File: config.mk
export PLATFORM = sky130hd
export DESIGN_NAME = uart_tx_arbiter
export DESIGN_NICKNAME = d
export VERILOG_FILES = /design/src/rtl/uart_pkg.sv /design/src/rtl/uart_rr_pick.sv /design/src/rtl/uart_tx_arbiter.sv
export SDC_FILE = /design/constraint.sdc
export NUM_CORES = 1
export LEC_CHECK = 0
export ABC_AREA = 0
export BUFFER_PORTS_ARGS = -buffer_cell sky130_fd_sc_hd__buf_2
export CORE_MARGIN = 10
export CORE_UTILIZATION = 41
export CTS_CLUSTER_SIZE = 25
export DETAILED_ROUTE_END_ITERATION = 8
export PLACE_DENSITY = 0.76
export SYNTH_ARGS = -nofsm -noshare
export SYNTH_HDL_FRONTEND = slang
export SYNTH_HIERARCHICAL = 1
export SYNTH_SLANG_ARGS = --single-unit
File: constraint.sdc
create_clock -name clk -period 1.5 [get_ports clk]
set_input_delay 0.3 -clock clk [delete_from_list [all_inputs] [get_ports clk]]
set_output_delay 0.3 -clock clk [all_outputs]
set_load 0.03 [all_outputs]
File: src/rtl/uart_pkg.sv
// Shared UART definitions: default frame width, transmit-arbiter FSM states and ID width helper.
package uart_pkg;

    localparam int unsigned UART_DBIT = 8;

    typedef enum logic [1:0] {
        IDLE = 2'd0,
        LOAD = 2'd1,
        SEND = 2'd2
    } arb_state_e;

    // Requester index width; never narrower than one bit.
    function automatic int unsigned id_w(input int unsigned n);
        return (n <= 32'd2) ? 32'd1 : 32'($clog2(n));
    endfunction

endpackage

File: src/rtl/uart_rr_pick.sv
// Combinational round-robin picker: first set request searching upward from i_rr_last+1 with wrap.
module uart_rr_pick #(
    parameter int unsigned N_REQ = 4,
    parameter int unsigned ID_W  = 2
) (
    input  logic [N_REQ-1:0] i_req,
    input  logic [ID_W-1:0]  i_rr_last,
    output logic [ID_W-1:0]  o_winner,
    output logic             o_any_req
);

    logic [ID_W-1:0] w_idx;

    always_comb begin
        o_winner  = '0;
        o_any_req = 1'b0;
        w_idx     = '0;
        for (int unsigned i = 1; i <= N_REQ; i++) begin
            w_idx = ID_W'((32'(i_rr_last) + i) % N_REQ);
            if (!o_any_req && i_req[w_idx]) begin
                o_winner  = w_idx;
                o_any_req = 1'b1;
            end
        end
    end

endmodule

File: src/rtl/uart_tx_arbiter.sv
// Round-robin arbiter sharing one uart_tx among N_REQ requesters; grant is held for a whole packet.
// Define UART_ARB_TIMEOUT_EN to release an owner that stalls TIMEOUT_CYC cycles in LOAD.
module uart_tx_arbiter
    import uart_pkg::*;
#(
    parameter int unsigned N_REQ       = 4,
    parameter int unsigned DBIT        = UART_DBIT,
    parameter int unsigned TIMEOUT_CYC = 1024
) (
    input  logic                      clk,
    input  logic                      reset_n,
    input  logic [N_REQ-1:0]          req_valid,
    input  logic [N_REQ*DBIT-1:0]     req_data,
    input  logic [N_REQ-1:0]          req_last,
    output logic [N_REQ-1:0]          req_ready,
    output logic                      tx_start,
    output logic [DBIT-1:0]           tx_din,
    input  logic                      tx_done_tick,
    output logic [id_w(N_REQ)-1:0]    grant_id,
    output logic                      busy,
    output logic                      timeout_tick
);

    localparam int unsigned ID_W = id_w(N_REQ);

    if (N_REQ < 2) begin : g_bad_nreq
        $error("uart_tx_arbiter: N_REQ must be at least 2");
    end
    if (TIMEOUT_CYC < 1) begin : g_bad_timeout
        $error("uart_tx_arbiter: TIMEOUT_CYC must be at least 1");
    end

    arb_state_e      r_state;
    logic [ID_W-1:0] r_rr_last;
    logic            r_last_q;

    logic [ID_W-1:0] w_winner;
    logic            w_any_req;
    logic            w_grant_valid;
    logic            w_grant_last;
    logic [DBIT-1:0] w_grant_data;
    logic            w_handshake;
    logic            w_stall_expire;

    uart_rr_pick #(
        .N_REQ (N_REQ),
        .ID_W  (ID_W)
    ) u_pick (
        .i_req     (req_valid),
        .i_rr_last (r_rr_last),
        .o_winner  (w_winner),
        .o_any_req (w_any_req)
    );

    assign w_grant_valid = req_valid[grant_id];
    assign w_grant_last  = req_last[grant_id];
    assign w_grant_data  = req_data[32'(grant_id) * DBIT +: DBIT];
    assign w_handshake   = (r_state == LOAD) && w_grant_valid;

    // Only the owner sees ready, and only while its byte can be loaded.
    always_comb begin
        req_ready = '0;
        if (r_state == LOAD) begin
            req_ready[grant_id] = w_grant_valid;
        end
    end

`ifdef UART_ARB_TIMEOUT_EN
    localparam int unsigned TO_W = $clog2(TIMEOUT_CYC + 1);

    logic [TO_W-1:0] r_stall_cnt;

    assign w_stall_expire = (r_state == LOAD) && !w_grant_valid &&
                            (r_stall_cnt == TO_W'(TIMEOUT_CYC - 1));

    always_ff @(posedge clk or negedge reset_n) begin
        if (!reset_n) begin
            r_stall_cnt <= '0;
        end else if ((r_state != LOAD) || w_grant_valid || w_stall_expire) begin
            r_stall_cnt <= '0;
        end else begin
            r_stall_cnt <= r_stall_cnt + TO_W'(1);
        end
    end
`else
    assign w_stall_expire = 1'b0;
`endif

    always_ff @(posedge clk or negedge reset_n) begin
        if (!reset_n) begin
            r_state      <= IDLE;
            r_rr_last    <= ID_W'(N_REQ - 1);
            r_last_q     <= 1'b0;
            tx_start     <= 1'b0;
            tx_din       <= '0;
            grant_id     <= '0;
            busy         <= 1'b0;
            timeout_tick <= 1'b0;
        end else begin
            tx_start     <= 1'b0;
            timeout_tick <= 1'b0;
            unique case (r_state)
                IDLE: begin
                    if (w_any_req) begin
                        grant_id <= w_winner;
                        busy     <= 1'b1;
                        r_state  <= LOAD;
                    end
                end
                LOAD: begin
                    if (w_handshake) begin
                        tx_din   <= w_grant_data;
                        r_last_q <= w_grant_last;
                        tx_start <= 1'b1;
                        r_state  <= SEND;
                    end else if (w_stall_expire) begin
                        // Abandon the partial packet and let others in.
                        timeout_tick <= 1'b1;
                        r_rr_last    <= grant_id;
                        busy         <= 1'b0;
                        r_state      <= IDLE;
                    end
                end
                SEND: begin
                    if (tx_done_tick) begin
                        if (r_last_q) begin
                            r_rr_last <= grant_id;
                            busy      <= 1'b0;
                            r_state   <= IDLE;
                        end else begin
                            r_state <= LOAD;
                        end
                    end
                end
                default: begin
                    busy    <= 1'b0;
                    r_state <= IDLE;
                end
            endcase
        end
    end

endmodule

==> results of run 1 <==
-- layout make-up --
cell class	count	area [um2]
Clock buffer	4	26.3
Fill cell	221	1120
Inverter	2	7.51
Multi-Input combinational cell	57	714
Sequential cell	17	430
Tap cell	31	38.8
Timing Repair Buffer	70	423
-- worst min path at each step --
stage | startpoint | to | cells past startpoint
6_report | tx_done_tick | r_state[1] | 2
5_1_grt | tx_done_tick | r_state[1] | 2
4_1_cts | tx_done_tick | r_state[1] | 2
3_5_place_dp | reset_n | tx_din[5] | 1
3_3_place_gp | reset_n | tx_din[5] | 1
2_1_floorplan | reset_n | busy | 0
-- state kept, by name, indices dropped and copies added, names as in the netlist --
signal	flops
r_last_q	1
tx_din	8
busy	1
tx_start	1
r_rr_last	2
r_state	2
grant_id	2
-- cells in the mapped netlist, types with 2 or more instances --
cell                        n  area, um2
sky130_fd_sc_hd__dfrtp_1   15        375
sky130_fd_sc_hd__mux2_4     8        120
sky130_fd_sc_hd__mux4_1     6        158
sky130_fd_sc_hd__a21oi_1    4       20.0
sky130_fd_sc_hd__mux2_2     4       45.0
sky130_fd_sc_hd__nand2b_1   4       25.0
sky130_fd_sc_hd__nor3b_1    4       30.0
sky130_fd_sc_hd__mux4_2     3       67.6
sky130_fd_sc_hd__buf_6      2       22.5
sky130_fd_sc_hd__dfstp_2    2       52.6
sky130_fd_sc_hd__inv_1      2       7.51
sky130_fd_sc_hd__mux2i_1    2       20.0
sky130_fd_sc_hd__mux2i_4    2       45.0
sky130_fd_sc_hd__nand2_1    2       7.51
sky130_fd_sc_hd__nor2_1     2       7.51
sky130_fd_sc_hd__nor3_1     2       10.0
-- power groups by stage --
stage / Clock (mW) / Combinational, mW / Sequential [mW]
final: 0.240 / 2.22 / 0.881
after global routing: 0.278 / 2.36 / 0.908
after CTS: 0.247 / 2.25 / 0.880
after detailed placement: 0 / 2.07 / 0.886
after global placement: 0 / 2.02 / 0.877
after floorplan: 0 / 1.26 / 1.19
-- stage by stage --
stage                      util  TNS (ns)  instance area (um2)  power (mW)
after global placement    0.558    -0.367                 1540        2.90
after floorplan               -     -2.07                 1200        2.45
after global routing      0.595     -4.38                 1640        3.54
after CTS                 0.594     -3.46                 1640        3.37
final                     0.595     -3.55                 1640        3.34
after detailed placement  0.558    -0.746                 1540        2.95
-- repair_timing --
action / 4_1_cts / 5_1_grt
setup buffers: 2 / 0
gates cloned: 1 / 0
endpoints found under the hold margin: 15 / 0
setup endpoints to repair: 13 / 16
hold buffers: 1 / 0
resized for setup: 6 / 2
pin swaps: 2 / 2
-- cell families (layout without fill, tap and decap cells) --
logic type | after synthesis | after routing | synth area share
and+or+nand+nor | 19 | 19 | 0.0999
other | 1 | 1 | 0.00319
AOI/OAI and AO/OA | 11 | 11 | 0.0765
DFF | 17 | 17 | 0.363
buffers and inverters | 7 | 76 | 0.0606
muxes | 26 | 26 | 0.396
-- layer usage --
layer  part of all wire  wire length, um  vias to the layer above
met5                  0                0                        -
li1                   -                -                      450
met1               0.39             1300                      462
met4             0.0078               26                        0
met2               0.51             1700                       46
met3              0.092              307                        4
-- worst max-delay path, stage by stage (launching register included) --
cell and delay [ns]:
sky130_fd_sc_hd__dfrtp_2 0.42, sky130_fd_sc_hd__or3b_4 0.39, sky130_fd_sc_hd__buf_4 0.15, sky130_fd_sc_hd__nor3_2 0.10
sky130_fd_sc_hd__buf_4 0.18
==> impl_metrics.toml, run 1 <==
[run_status]
outcome = "finished, violations left"
violated_checks = "setup timing"

[global_routing]
grt_first_pass_wirelength_um = 5120
track_usage = 0.121
globalRoute.busiestLayer = "met2"
groute.layer.met2.usage = 0.211
antenna_found_initial = 0
grt_start_max_net_pins = 18
grt_pass1_vias = 1052
grt_remaining_overflow = 0
global_route.usage.met1 = 0.134
gr-usage-met3 = 0.0431

[cts]
cts_inserted_buffers = 3
clock_tree.root_cell = "sky130_fd_sc_hd__clkbuf_4"
skew_pair_late_insertion_delay_ns = 0.29
htree_levels = 1
tritoncts = "done"
clkSinkCount = 17
cts.clk_slew.worst_paths_ns = 0.09
max-clock-path-buffers = 2

[worst_setup_path]
crit_path_end_kind = "output port"
cp.required_ns = 1.20
crit_fanout = 3
r2r_cells = 5
crit_path_launch_type = "register"
endpoint = "req_ready[0]"
ff2ff_setup_slack_ns = -0.29
reg2reg_capture_point = "tx_din[6]"
r2r-start = "grant_id[0]"
worst-endpoint-arrival_ns = 1.53
worstSetupStartpoint = "grant_id[0]"
worstSetupPathType = "register to output port"

[routing]
wire_per_inst_um = 18.5
via_count = 962
routed_via_density = 5.31
dr.pass1.iters = 4
totalWireLength_um = 3340
final_routed_drc_violation_total = 0
initialDrtViolationCount = 30
ant_nets_after_route = 0

[logic_synthesis]
yosysWarningCount = 6
number_of_distinct_library_cell_variants_in_the_gate_level_netlist_after_synthesis = 33
number_of_flip_flops_and_latches_in_the_synthesized_netlist = 17
postSynth.topFlopCell = "sky130_fd_sc_hd__dfrtp_1"
number_of_enable_type_register_cells_in_the_synthesized_netlist = 0
synth_seq_area_share = 0.363
syn-mean-instance-area_um2 = 14.5
postSynthNetCount = 124
postSynth.asyncResetShare = 1.00
synthesis.instances = 81
synthesis.area_um2 = 1180

[run]
cap_violations = 0

[floorplan]
core_um2 = 2760
floorplan.die_area_um2 = 5410
die-width_um = 73.6
initial_utilization = 0.427
fp-row-count = 19
pin_count = 60
die-height_um = 73.6

[timing]
final.setup.worst_slack_ns = -0.328
final_min_period_over_clock_period = 1.22
final_max_slew_viol_count = 0
final_hold_violation_count = 0
setup-violations-final = 14
finClkSkew_ns = 0.00354
timing.hold.ws_ns = 0.244
timing.fmax_ghz = 0.547
grt_setup_unrepaired = "yes"
finalWorstPathRequiredPeriod_ns = 1.83

[place]
detailedPlace.worstSlack_ns = -0.113
placedCellCount = 173
finalWeightedCongestion = 0.733
buffer_ports.inserted = 58
dpl.hpwl_um = 2650

[cells_and_area]
final_layout_size_suffix_gt1_frac = 0.693
final_nets = 194
layout_commonest_cell = "sky130_fd_sc_hd__buf_2"
synthToLayoutAreaGrowth_pct = 39.3
antenna-diode-count = 0
final_cells = 181
most-common-layout-cells = "sky130_fd_sc_hd__buf_2, sky130_fd_sc_hd__dfrtp_1, sky130_fd_sc_hd__buf_4, sky130_fd_sc_hd__mux2_4, sky130_fd_sc_hd__mux4_1"

[power]
switching_share = 0.411
total_switching_power_mw = 1.37
pwr-share-comb = 0.664
power-per-cell-area_nw_per_um2 = 2040
share_seq_of_total_power = 0.264
intPower_mw = 1.97
vdd.ir_drop.worst_mv = 1.46
total_leakage_power_nw = 0.778
clock_power_share = 0.072

[hold_path]
hold_path.class = "input pin to register"
Power figures use the tool's default switching activity.
==> inputs of run 2 (changes only) <==
CORE_UTILIZATION = 45   (was 41)
PLACE_DENSITY = 0.79   (was 0.76)
clock period = 2.1 ns   (was 1.5 ns; I/O delays follow)
==> impl_metrics.toml, run 2 (same netlist as run 1, synthesis figures left out) <==
[timing]
grt_setup_unrepaired = "no"
final_min_period_over_clock_period = 0.967
finClkSkew_ns = 0.00403
final.setup.worst_slack_ns = 0.0701
setup-violations-final = 0
final_hold_violation_count = 0
final_max_slew_viol_count = 0
worstMarginPinSlew_ns = 0.505
timing.fmax_ghz = 0.493
max_slew_margin = 0.663
setup_total_negative_slack_ns = 0
finalWorstPathRequiredPeriod_ns = 2.03

[run]
cap_violations = 0

[floorplan]
die-height_um = 71.2
core_um2 = 2480
die-width_um = 71.2
initial_utilization = 0.475
fp-row-count = 18
pin_count = 60
floorplan.die_area_um2 = 5060

[place]
buffer_ports.inserted = 58
finalWeightedCongestion = 0.834
placed_area_um2 = 1460
detailedPlace.worstSlack_ns = 0.283
placedCellCount = 166
dpl.hpwl_um = 2610

[cts]
cts_hold_buf = 0
cts.clk_slew.worst_paths_ns = 0.10
cts.repair_timing.setup_buffer_count = 0
clkSinkCount = 17
skew_pair_late_insertion_delay_ns = 0.29
max-clock-path-buffers = 2
ctsResizeCount = 0
tritoncts = "done"
clock_tree.root_cell = "sky130_fd_sc_hd__clkbuf_4"
cts_inserted_buffers = 3
htree_levels = 1

[power]
total_leakage_power_nw = 0.715
power-per-cell-area_nw_per_um2 = 1440
vdd.ir_drop.worst_mv = 0.908
report.power.total_mw = 2.15

[routing]
wire_per_inst_um = 18.5
ant_nets_after_route = 0
final_routed_drc_violation_total = 0
routed_via_density = 5.46
initialDrtViolationCount = 46
dr.pass1.iters = 4
via_count = 928
totalWireLength_um = 3140

[worst_setup_path]
critical_path.top_delay_family = "simple AND/OR/NAND/NOR gates"
ff2ff_setup_slack_ns = 0.28
cp_peak_stage_delay_ns = 0.45
crit_buf_inv = 1
crit_path_launch_type = "register"
cp.required_ns = 1.68
crit_path_cells = "or3b_4 > nor3b_2 > buf_2"
crit_fanout = 7
worstSetupPathType = "register to output port"
worst-endpoint-arrival_ns = 1.61
max_stage_delay_cell_worst_path = "sky130_fd_sc_hd__dfrtp_1"
crit_path_end_kind = "output port"

[cells_and_area]
top_register = "tx_din"
synthToLayoutAreaGrowth_pct = 26.5
finalInstanceArea_um2 = 1490
final_layout_size_suffix_gt1_frac = 0.636
final_nets = 184
layout_commonest_cell = "sky130_fd_sc_hd__buf_2"
largest_register_ff_count = 8
most-common-layout-cells = "sky130_fd_sc_hd__buf_2, sky130_fd_sc_hd__dfrtp_1, sky130_fd_sc_hd__mux2_4, sky130_fd_sc_hd__mux4_1"
final_cells = 170
antenna-diode-count = 0

[global_routing]
track_usage = 0.122
antenna_found_initial = 0
grt_remaining_overflow = 0
grt_start_max_net_pins = 18
grt_first_pass_wirelength_um = 5000
grt_pass1_vias = 1027

[hold_path]
hold_path.class = "input pin to async pin"

[run_status]
outcome = "finished clean"
==> run 2: cell types whose count changed in the layout (fill, tap and decap cells not counted), sizes merged <==
cell,before,now
dlygate4sd3,1,0
clkbuf,5,3
buf,68,60
clkinv,0,1
==> run 2: layer usage <==
layer  wire [um]  vias up  GRT usage
met1        1160      451      0.127
met3         340        2     0.0642
met2        1630       47      0.211
met5           0        -          0
li1            -      428          -
met4          16        0     0.0323
==> run 2: power breakdown <==
| part | internal (mW) | switching (mW) |
|---|---|---|
| logic | 0.643 | 0.681 |
| clock network | 0.0708 | 0.104 |
| registers | 0.504 | 0.145 |
==> run 2: final cells by class <==
cell class,count,area (um2)
tap,30,37.5
inverter,2,7.51
fill,203,988
sequential,17,428
multi-input combinational,57,683
clock buffer,3,22.5
clock inverter,1,5.00
timing repair buffer,60,305
==> run 2: metrics by stage <==
step                hold slack, ns  utilization
global route                0.0221        0.601
global placement             0.353        0.590
CTS                         0.0275        0.601
detailed placement           0.354        0.590
finish                      0.0232        0.601
floorplan                    0.124            -
==> run 2: final timing paths <==
check                             start  cells past startpoint      endpoint
max                          r_state[1]                      3  req_ready[2]
min                             reset_n                      1     tx_din[5]
max reg2reg                  r_state[1]                      3     tx_din[6]
min reg2reg                   tx_din[6]                      1     tx_din[6]
max in group asynchronous       reset_n                      1  r_rr_last[1]
min in group clk           tx_done_tick                      2    r_state[1]
